==> src/rtl/cla_pipe_adder_if.sv <==
`timescale 1ns/1ps
// cla_pipe_adder_if: operand stream in, result stream out for the pipelined CLA.
// The master drives operands and consumes results; the slave is the adder.
interface cla_pipe_adder_if #(
    parameter int WIDTH = 16
);
    logic             in_valid;
    logic             in_ready;
    logic [WIDTH-1:0] a;
    logic [WIDTH-1:0] b;
    logic             c_in;
    logic             sub;
    logic             out_valid;
    logic             out_ready;
    logic [WIDTH-1:0] sum;
    logic             c_out;
    logic             ovf;
    logic             zero;

    modport master (
        output in_valid, a, b, c_in, sub, out_ready,
        input  in_ready, out_valid, sum, c_out, ovf, zero
    );

    modport slave (
        input  in_valid, a, b, c_in, sub, out_ready,
        output in_ready, out_valid, sum, c_out, ovf, zero
    );
endinterface

==> src/rtl/cla_pipe_adder.sv <==
`timescale 1ns/1ps
// cla_pipe_adder: pipelined carry-lookahead adder/subtractor on a valid/ready
// stream. One GROUP-bit lookahead group is resolved per stage; the group carry
// is registered between stages, so latency is WIDTH/GROUP cycles at one beat
// per cycle. Optional macro CLA_PIPE_SAT_EN clamps overflowing results to the
// signed limit; without it the sum wraps.
module cla_pipe_adder #(
    parameter int WIDTH = 16,
    parameter int GROUP = 4
) (
    input logic             clk,
    input logic             rst,
    cla_pipe_adder_if.slave bus
);
    localparam int GSAFE = (GROUP < 1) ? 1 : GROUP;
    localparam int NSTG  = (WIDTH / GSAFE < 1) ? 1 : WIDTH / GSAFE;

    if (GROUP < 1 || (WIDTH % GSAFE) != 0) begin : g_cfg_check
        $error("cla_pipe_adder: WIDTH (%0d) must be a positive multiple of GROUP (%0d)",
               WIDTH, GROUP);
    end

    // One pipeline register. Operand bits still to be added sit LSB-aligned
    // and shift down by GROUP per stage; finished sum slices enter at the top
    // and shift down, so after NSTG stages the sum is fully aligned.
    typedef struct packed {
        logic             valid;
        logic [WIDTH-1:0] a;      // remaining bits of A
        logic [WIDTH-1:0] b;      // remaining bits of effective B (already inverted for sub)
        logic             carry;  // carry into next group; carry out of MSB at the last stage
        logic [WIDTH-1:0] sum;    // finished slices, filling from the top
        logic             ovf;    // meaningful at the last stage only
        logic             zero;   // meaningful at the last stage only
    } stage_t;

    // Group lookahead: every carry is a sum of products of the group's
    // generate/propagate terms and the incoming carry, with no ripple chain.
    // Returns {carry into group MSB, carry out of group, sum slice}.
    function automatic logic [GROUP+1:0] cla_group(
        input logic [GROUP-1:0] x,
        input logic [GROUP-1:0] y,
        input logic             cin
    );
        logic [GROUP-1:0] g;
        logic [GROUP-1:0] p;
        logic [GROUP:0]   gg;  // gg[0] = cin, gg[j+1] = g[j]
        logic [GROUP:0]   c;
        logic             term;
        g     = x & y;
        p     = x ^ y;
        gg    = {g, cin};
        c     = '0;
        c[0]  = cin;
        for (int i = 0; i < GROUP; i++) begin
            for (int j = 0; j <= i + 1; j++) begin
                term = gg[j];
                for (int m = j; m <= i; m++) begin
                    term = term & p[m];
                end
                c[i+1] = c[i+1] | term;
            end
        end
        return {c[GROUP-1], c[GROUP], p ^ c[GROUP-1:0]};
    endfunction

    stage_t           stg_q [NSTG];
    stage_t           stg_d [NSTG];
    stage_t           src;
    logic [GROUP+1:0] grp;
    logic [WIDTH-1:0] sum_next;
    logic             advance;

    // A single stall line: everything moves unless a result is waiting.
    assign advance      = !stg_q[NSTG-1].valid || bus.out_ready;
    assign bus.in_ready = advance;

    assign bus.out_valid = stg_q[NSTG-1].valid;
    assign bus.sum       = stg_q[NSTG-1].sum;
    assign bus.c_out     = stg_q[NSTG-1].carry;
    assign bus.ovf       = stg_q[NSTG-1].ovf;
    assign bus.zero      = stg_q[NSTG-1].zero;

    // Next-state of every stage: one lookahead group each, flags at the last.
    always_comb begin
        // NOTE: every variable gets a default before the loop so no path
        // leaves one unassigned, which would otherwise infer a latch.
        src      = '0;
        grp      = '0;
        sum_next = '0;
        for (int k = 0; k < NSTG; k++) begin
            if (k == 0) begin
                src       = '0;
                src.valid = bus.in_valid;
                src.a     = bus.a;
                src.b     = bus.sub ? ~bus.b : bus.b;
                src.carry = bus.sub ? ~bus.c_in : bus.c_in;
            end else begin
                src = stg_q[(k == 0) ? 0 : k - 1];
            end

            grp      = cla_group(src.a[GROUP-1:0], src.b[GROUP-1:0], src.carry);
            sum_next = src.sum >> GROUP;
            sum_next[WIDTH-1 -: GROUP] = grp[GROUP-1:0];

            stg_d[k]       = '0;
            stg_d[k].valid = src.valid;
            stg_d[k].a     = src.a >> GROUP;
            stg_d[k].b     = src.b >> GROUP;
            stg_d[k].carry = grp[GROUP];

            if (k == NSTG - 1) begin
                stg_d[k].ovf = grp[GROUP+1] ^ grp[GROUP];
`ifdef CLA_PIPE_SAT_EN
                // Overflow only happens with equal operand signs, so A's sign
                // gives the direction of the true result.
                if (stg_d[k].ovf) begin
                    sum_next = src.a[GROUP-1] ? {1'b1, {(WIDTH-1){1'b0}}}
                                              : {1'b0, {(WIDTH-1){1'b1}}};
                end
`endif
                stg_d[k].zero = (sum_next == '0);
            end
            stg_d[k].sum = sum_next;
        end
    end

    // Pipeline registers; the whole pipe advances together or holds together.
    always_ff @(posedge clk or posedge rst) begin
        if (rst) begin
            // NOTE: data fields are cleared along with the valid bits because
            // the last stage drives the result ports, which read zero in reset.
            for (int k = 0; k < NSTG; k++) begin
                stg_q[k] <= '0;
            end
        end else if (advance) begin
            // NOTE: non-blocking so each stage samples its neighbour's old value.
            for (int k = 0; k < NSTG; k++) begin
                stg_q[k] <= stg_d[k];
            end
        end
    end
endmodule

==> src/flat_wrapper.sv <==
// flat-port wrapper written by rule: the top's interface ports become plain ports
module cla_pipe_adder_flat 
#(
    parameter int WIDTH = 16,
    parameter int GROUP = 4
)
  (clk, rst, bus_in_valid, bus_a, bus_b, bus_c_in, bus_sub, bus_out_ready, bus_in_ready, bus_out_valid, bus_sum, bus_c_out, bus_ovf, bus_zero);
  cla_pipe_adder_if #(.WIDTH(WIDTH)) bus_i ();
  input logic clk;
  input logic rst;
  input wire logic [$bits(bus_i.in_valid)-1:0] bus_in_valid;
  input wire logic [$bits(bus_i.a)-1:0] bus_a;
  input wire logic [$bits(bus_i.b)-1:0] bus_b;
  input wire logic [$bits(bus_i.c_in)-1:0] bus_c_in;
  input wire logic [$bits(bus_i.sub)-1:0] bus_sub;
  input wire logic [$bits(bus_i.out_ready)-1:0] bus_out_ready;
  output wire logic [$bits(bus_i.in_ready)-1:0] bus_in_ready;
  output wire logic [$bits(bus_i.out_valid)-1:0] bus_out_valid;
  output wire logic [$bits(bus_i.sum)-1:0] bus_sum;
  output wire logic [$bits(bus_i.c_out)-1:0] bus_c_out;
  output wire logic [$bits(bus_i.ovf)-1:0] bus_ovf;
  output wire logic [$bits(bus_i.zero)-1:0] bus_zero;
  assign bus_i.in_valid = bus_in_valid;
  assign bus_i.a = bus_a;
  assign bus_i.b = bus_b;
  assign bus_i.c_in = bus_c_in;
  assign bus_i.sub = bus_sub;
  assign bus_i.out_ready = bus_out_ready;
  assign bus_in_ready = bus_i.in_ready;
  assign bus_out_valid = bus_i.out_valid;
  assign bus_sum = bus_i.sum;
  assign bus_c_out = bus_i.c_out;
  assign bus_ovf = bus_i.ovf;
  assign bus_zero = bus_i.zero;
  cla_pipe_adder #(.WIDTH(WIDTH), .GROUP(GROUP)) u_core (.clk(clk), .rst(rst), .bus(bus_i));
endmodule
==> config.mk <==
export PLATFORM = sky130hd
export DESIGN_NAME = cla_pipe_adder_flat
export DESIGN_NICKNAME = d
export VERILOG_FILES = /design/src/rtl/cla_pipe_adder_if.sv /design/src/rtl/cla_pipe_adder.sv /design/src/flat_wrapper.sv
export SDC_FILE = /design/constraint.sdc
export NUM_CORES = 1
export LEC_CHECK = 0
export CORE_MARGIN = 2
export CORE_UTILIZATION = 50
export DETAILED_ROUTE_END_ITERATION = 16
export GPL_TIMING_DRIVEN = 0
export PLACE_DENSITY_LB_ADDON = 0.05
export SLEW_MARGIN = 25
export SYNTH_ARGS = -nofsm -noshare
export SYNTH_HDL_FRONTEND = slang
export SYNTH_SLANG_ARGS = --single-unit
==> constraint.sdc <==
create_clock -name clk -period 3.6 [get_ports clk]
set_input_delay 0.54 -clock clk [delete_from_list [all_inputs] [get_ports clk]]
set_output_delay 0.54 -clock clk [all_outputs]
set_load 0.05 [all_outputs]
**After elaboration in Yosys (flattened, before gate mapping)**

Index checks and enable logic that the tools add are counted.

- Logic and storage cells: 120
- Flip-flop bits (word level): 98

- Mux-type cells: 2
- Reductions and logical operators: 3
- Bitwise gates (word level): 95

Operator list:

| kind | number |
|---|---|
| 1-bit AND | 40 |
| 1-bit bitwise OR | 40 |
| 4-bit XOR | 8 |
| 4-bit AND | 4 |
| 16-bit logical NOT | 1 |
| 16-bit two-way mux | 1 |
| 16-bit NOT | 1 |
| 1-bit logical NOT | 1 |
| 1-bit logical OR | 1 |
| 1-bit two-way mux | 1 |
| 1-bit NOT | 1 |
| 1-bit XOR | 1 |

**Logic depth before layout (Yosys ltp)**

- Depth after elaboration: 11
- Depth in mapped cells: 9
- Mapped depth without buffers: 7

**Least setup slack after synthesis**

No wires, ideal clock.

- Kind: input -> register
- Start: input port bus_sub
- End: register u_core.stg_q[174] (netlist bit)
- Required time: 3.476 ns
- Path slack: 1.218 ns
- Library setup time: 0.124 ns
- Arrival: 2.258 ns
- Stages: 9
- Cells stage by stage: buf_4 -> buf_4 -> xor2_1 -> ha_1 -> ha_1 -> o21a_1 -> o21a_1 -> o21a_1 -> o31a_1

- Word-level cells in the longest chain between the ends: 10

Ends and longest elaborated chain:

| item | line | RTL |
|---|---|---|
| from (decl) | flat_wrapper.sv:15 | `input wire logic [$bits(bus_i.sub)-1:0] bus_sub;` |
| 16-bit two-way mux | cla_pipe_adder.sv:95 | `src.b = bus.sub ? ~bus.b : bus.b;` |
| 4-bit XOR | cla_pipe_adder.sv:50 | `p = x ^ y;` |
| 1-bit AND (4 in series) | cla_pipe_adder.sv:58 | `term = term & p[m];` |
| 1-bit bitwise OR (3 in series) | cla_pipe_adder.sv:60 | `c[i+1] = c[i+1] \| term;` |
| 1-bit bitwise OR (*) | cla_pipe_adder.sv:60 |  |
| to (signal, indexed assignment) | cla_pipe_adder.sv:138 | `stg_q[k] <= stg_d[k];` |
| to (decl) | cla_pipe_adder.sv:66 | `stage_t stg_q [NSTG];` |

Every way passes the cells marked *; elsewhere a longest branch is shown, timed or not.
A chain may end at the register's enable or synchronous reset.

**Worst setup path in the final report**

- Start: input port bus_out_ready
- End: output port bus_in_ready

- Word-level cells in the longest chain between the ends: 1

Ends and longest elaborated chain:

| item | line | RTL |
|---|---|---|
| from (decl) | flat_wrapper.sv:16 | `input wire logic [$bits(bus_i.out_ready)-1:0] bus_out_ready;` |
| 1-bit logical OR | cla_pipe_adder.sv:74 | `assign advance = !stg_q[NSTG-1].valid \|\| bus.out_ready;` |
| to (decl) | flat_wrapper.sv:17 | `output wire logic [$bits(bus_i.in_ready)-1:0] bus_in_ready;` |

No other way between the ends.

==> summary.txt <==
Max Root-Sink Buffers = 2
DRT iter0 DRCs = 120
# IOs = 59
Routed WL = 8.74 mm
Hold path cells = 2
HP Class = reg2reg
H-tree levels = 3
Hold-fix buffers, CTS = 0
Cts bufs inserted = 9
Final Max Tran Viols = 0
Fillers = 793
Top cell type's share of synthesized area = 54.7%
Final Hold Fails = 0
CTS tree = yes
TNS Setup = 0 ns
Routed via count = 3218
CP max stage cell = clkdlybuf4s50_1
Max_slew headroom = 64.3%
Fin Hold WS = 0.472 ns
Part of the cycle the worst path needs = 82.6%
Vias in the first global route = 3156
Commonest non-fill, non-tap cell in the layout = nand2_1
Crit Reg-Reg Endpoint = u_core.src[18]
Crit Path Category = in2out
Worst Path Required = 3.06 ns
Vias per cell = 4.87
Largest net degree at the start of global routing = 56
Top cells by area, synth = dfrtp_1 55%, nand2_1 19%, ha_1 5.6%, buf_4 3.8%, xnor2_1 3.3%
RR Startpoint = u_core.stg_q[123]
Slowest cell delay on critical path = 0.84 ns
Netlist Area Pre-Place = 4490 sq um
Clock root buffer = clkbuf_8
Largest area contributor in the netlist = dfrtp_1
Mapped Nets = 541
Initial antenna violation count = 0
Total GRT Usage = 19.2%
R2R setup slack = 1.76 ns
Pwr Density = 876 nW/um^2
Leak = 0.00267 uW
Initial Util = 51.4%
Unrepaired setup endpoints after global routing = false
Crit-path max FO = 10
DRC violations left = 0
Critical Path Sink Type = output pin
# setup viols final = 0
Tmin final = 2.97 ns
Clk Latency, worst-skew pair = 0.35 ns
Most frequent CP cell = clkdlybuf4s50_1
Antenna-violating nets left = 0
Port buffer count = 57
Critical Path Start = bus_out_ready
Mapped Cells = 479
NumNets Final = 610
Seq cells post-synth = 98
Placed inst area = 5220 sq um
Chip height = 98.7 um
Congestion Overflow GR = 0
Post_cts resized = 0
Post-synthesis cell type count = 25
Sink Count = 98
Most frequent cells in the layout = 222 x nand2_1, 98 x dfrtp_1, 57 x clkdlybuf4s50_1
Cell area after layout = 5420 sq um
WL per Instance = 13.2 um
DRT Pass-1 Iters = 4
Site Rows = 34
Max-cap check violation count = 0
Origin of the worst min-delay path = u_core.bus.sum[10]
Die width = 98.7 um
Avg Inst Size Synth = 9.37 sq um
Seq/Total Area, Yosys = 54.7%
Gpl congestion = 0.791
Status = finished, final reports clean
Hold EP = u_core.bus.sum[10]
Critical path launch point type = input pin
Core area = 8720 sq um
Max frequency = 336 MHz
R2R depth = 6
Slew at the pin closest to its max-slew limit = 0.536 ns
CP arrival = 2.43 ns
Skew final = 0.0158 ns
First-pass GRT wire length = 15.0 mm
Die area = 9750 sq um
Post-CTS setup buffer count = 0
Yosys warns = 0
Max IR drop VDD = 0.000343 V
HPWL after DPL = 6.52 mm
CP Cell Sequence = clkdlybuf4s50_1 > nor2b_1 > buf_4 > inv_2 > buf_2 > clkdlybuf4s50_1
Setup WS post-layout = 0.628 ns
Fraction of layout instances using a drive strength above 1 = 9.04%
Diode count = 0
DP Worst Slack = 0.631 ns
Area grow syn2layout = 20.9%
Clk slew on worst S/H paths = 0.09 ns
[Yosys cell counts]
library cell,instances
o21ai_0,17
mux2i_1,1
buf_2,9
fa_1,4
inv_2,1
xnor2_1,17
nand2_1,222
nor3_1,7
buf_4,23
nor4_1,2
o31a_1,3
ha_1,20
o211ai_1,1
clkbuf_1,7
o21a_1,10
inv_1,4
xor2_1,6
a21oi_1,6
nand2b_1,5
dfrtp_1,98
nand4_1,1
o31ai_1,6
nor2_1,7
nor2b_1,1
a32o_1,1
[per-stage QoR]
| stage | utilization [%] | instances | total power, uW |
|---|---|---|---|
| floorplan | - | 479 | 3430 |
| global placement | 59.5 | 644 | 3970 |
| detailed placement | 59.8 | 645 | 4060 |
| CTS | 62.2 | 661 | 4790 |
| global route | 62.2 | 661 | 5110 |
| finish | 62.2 | 661 | 4750 |
[how the worst max path moves through the flow]
stage	cells after the start	slack (ns)	endpoint
CTS	6	0.63	bus_in_ready
finish	6	0.63	bus_in_ready
global placement	2	-0.90	u_core.bus.sum[7]
global route	6	0.56	bus_in_ready
detailed placement	6	0.63	bus_in_ready
floorplan	1	0.50	u_core.bus.c_out
[cells by family (layout without fill, tap and decap cells)]
family | after synthesis | in the layout | synth area share [%]
compound gates | 44 | 44 | 6.22
buf+inv | 44 | 118 | 5.86
flops | 98 | 98 | 54.7
simple gates | 245 | 245 | 21.2
mux | 1 | 1 | 0.223
xor+xnor | 23 | 23 | 4.49
fa+ha+maj | 24 | 24 | 7.36
[registers in the layout, summed over array words and instances, names as in the netlist]
| name | cells |
|---|---|
| u_core.bus.c_out | 1 |
| u_core.bus.zero | 1 |
| u_core.stg_q | 18 |
| u_core.bus.sum | 16 |
| u_core.bus.out_valid | 1 |
| u_core.src | 22 |
| u_core.bus.ovf | 1 |
| u_core.stg_d | 38 |
[critical path: cells and delay by family]
family	cells	cell delay, ns
simple gates	1	0.05
buf+inv	5	1.82
[per-layer routing]
metal	vias up	track usage, %	share of wire, %
met5	-	0	0
met4	0	5.90	1.2
met3	9	2.70	3.2
met2	60	31.8	48
met1	1515	26.7	48
li1	1634	-	-
[power by group]
group | leakage, uW | internal (uW) | switching (uW) | total, uW
registers | 0.00118 | 1590 | 315 | 1900
clock network | 0.0000986 | 359 | 365 | 724
logic | 0.00139 | 879 | 1240 | 2120
[layout make-up]
class                      instances  area (sq um)  share of cell area (%)
sequential                        98          2450                    45.2
multi-input combinational        337          1770                    32.7
timing repair buffer              58           591                    10.9
buffer                            39           244                    4.50
clock buffer                      12           155                    2.86
tap                              108           135                    2.49
clock inverter                     4          50.0                   0.923
inverter                           5          23.8                   0.438
Note: power is estimated with default switching activity, not from simulation.
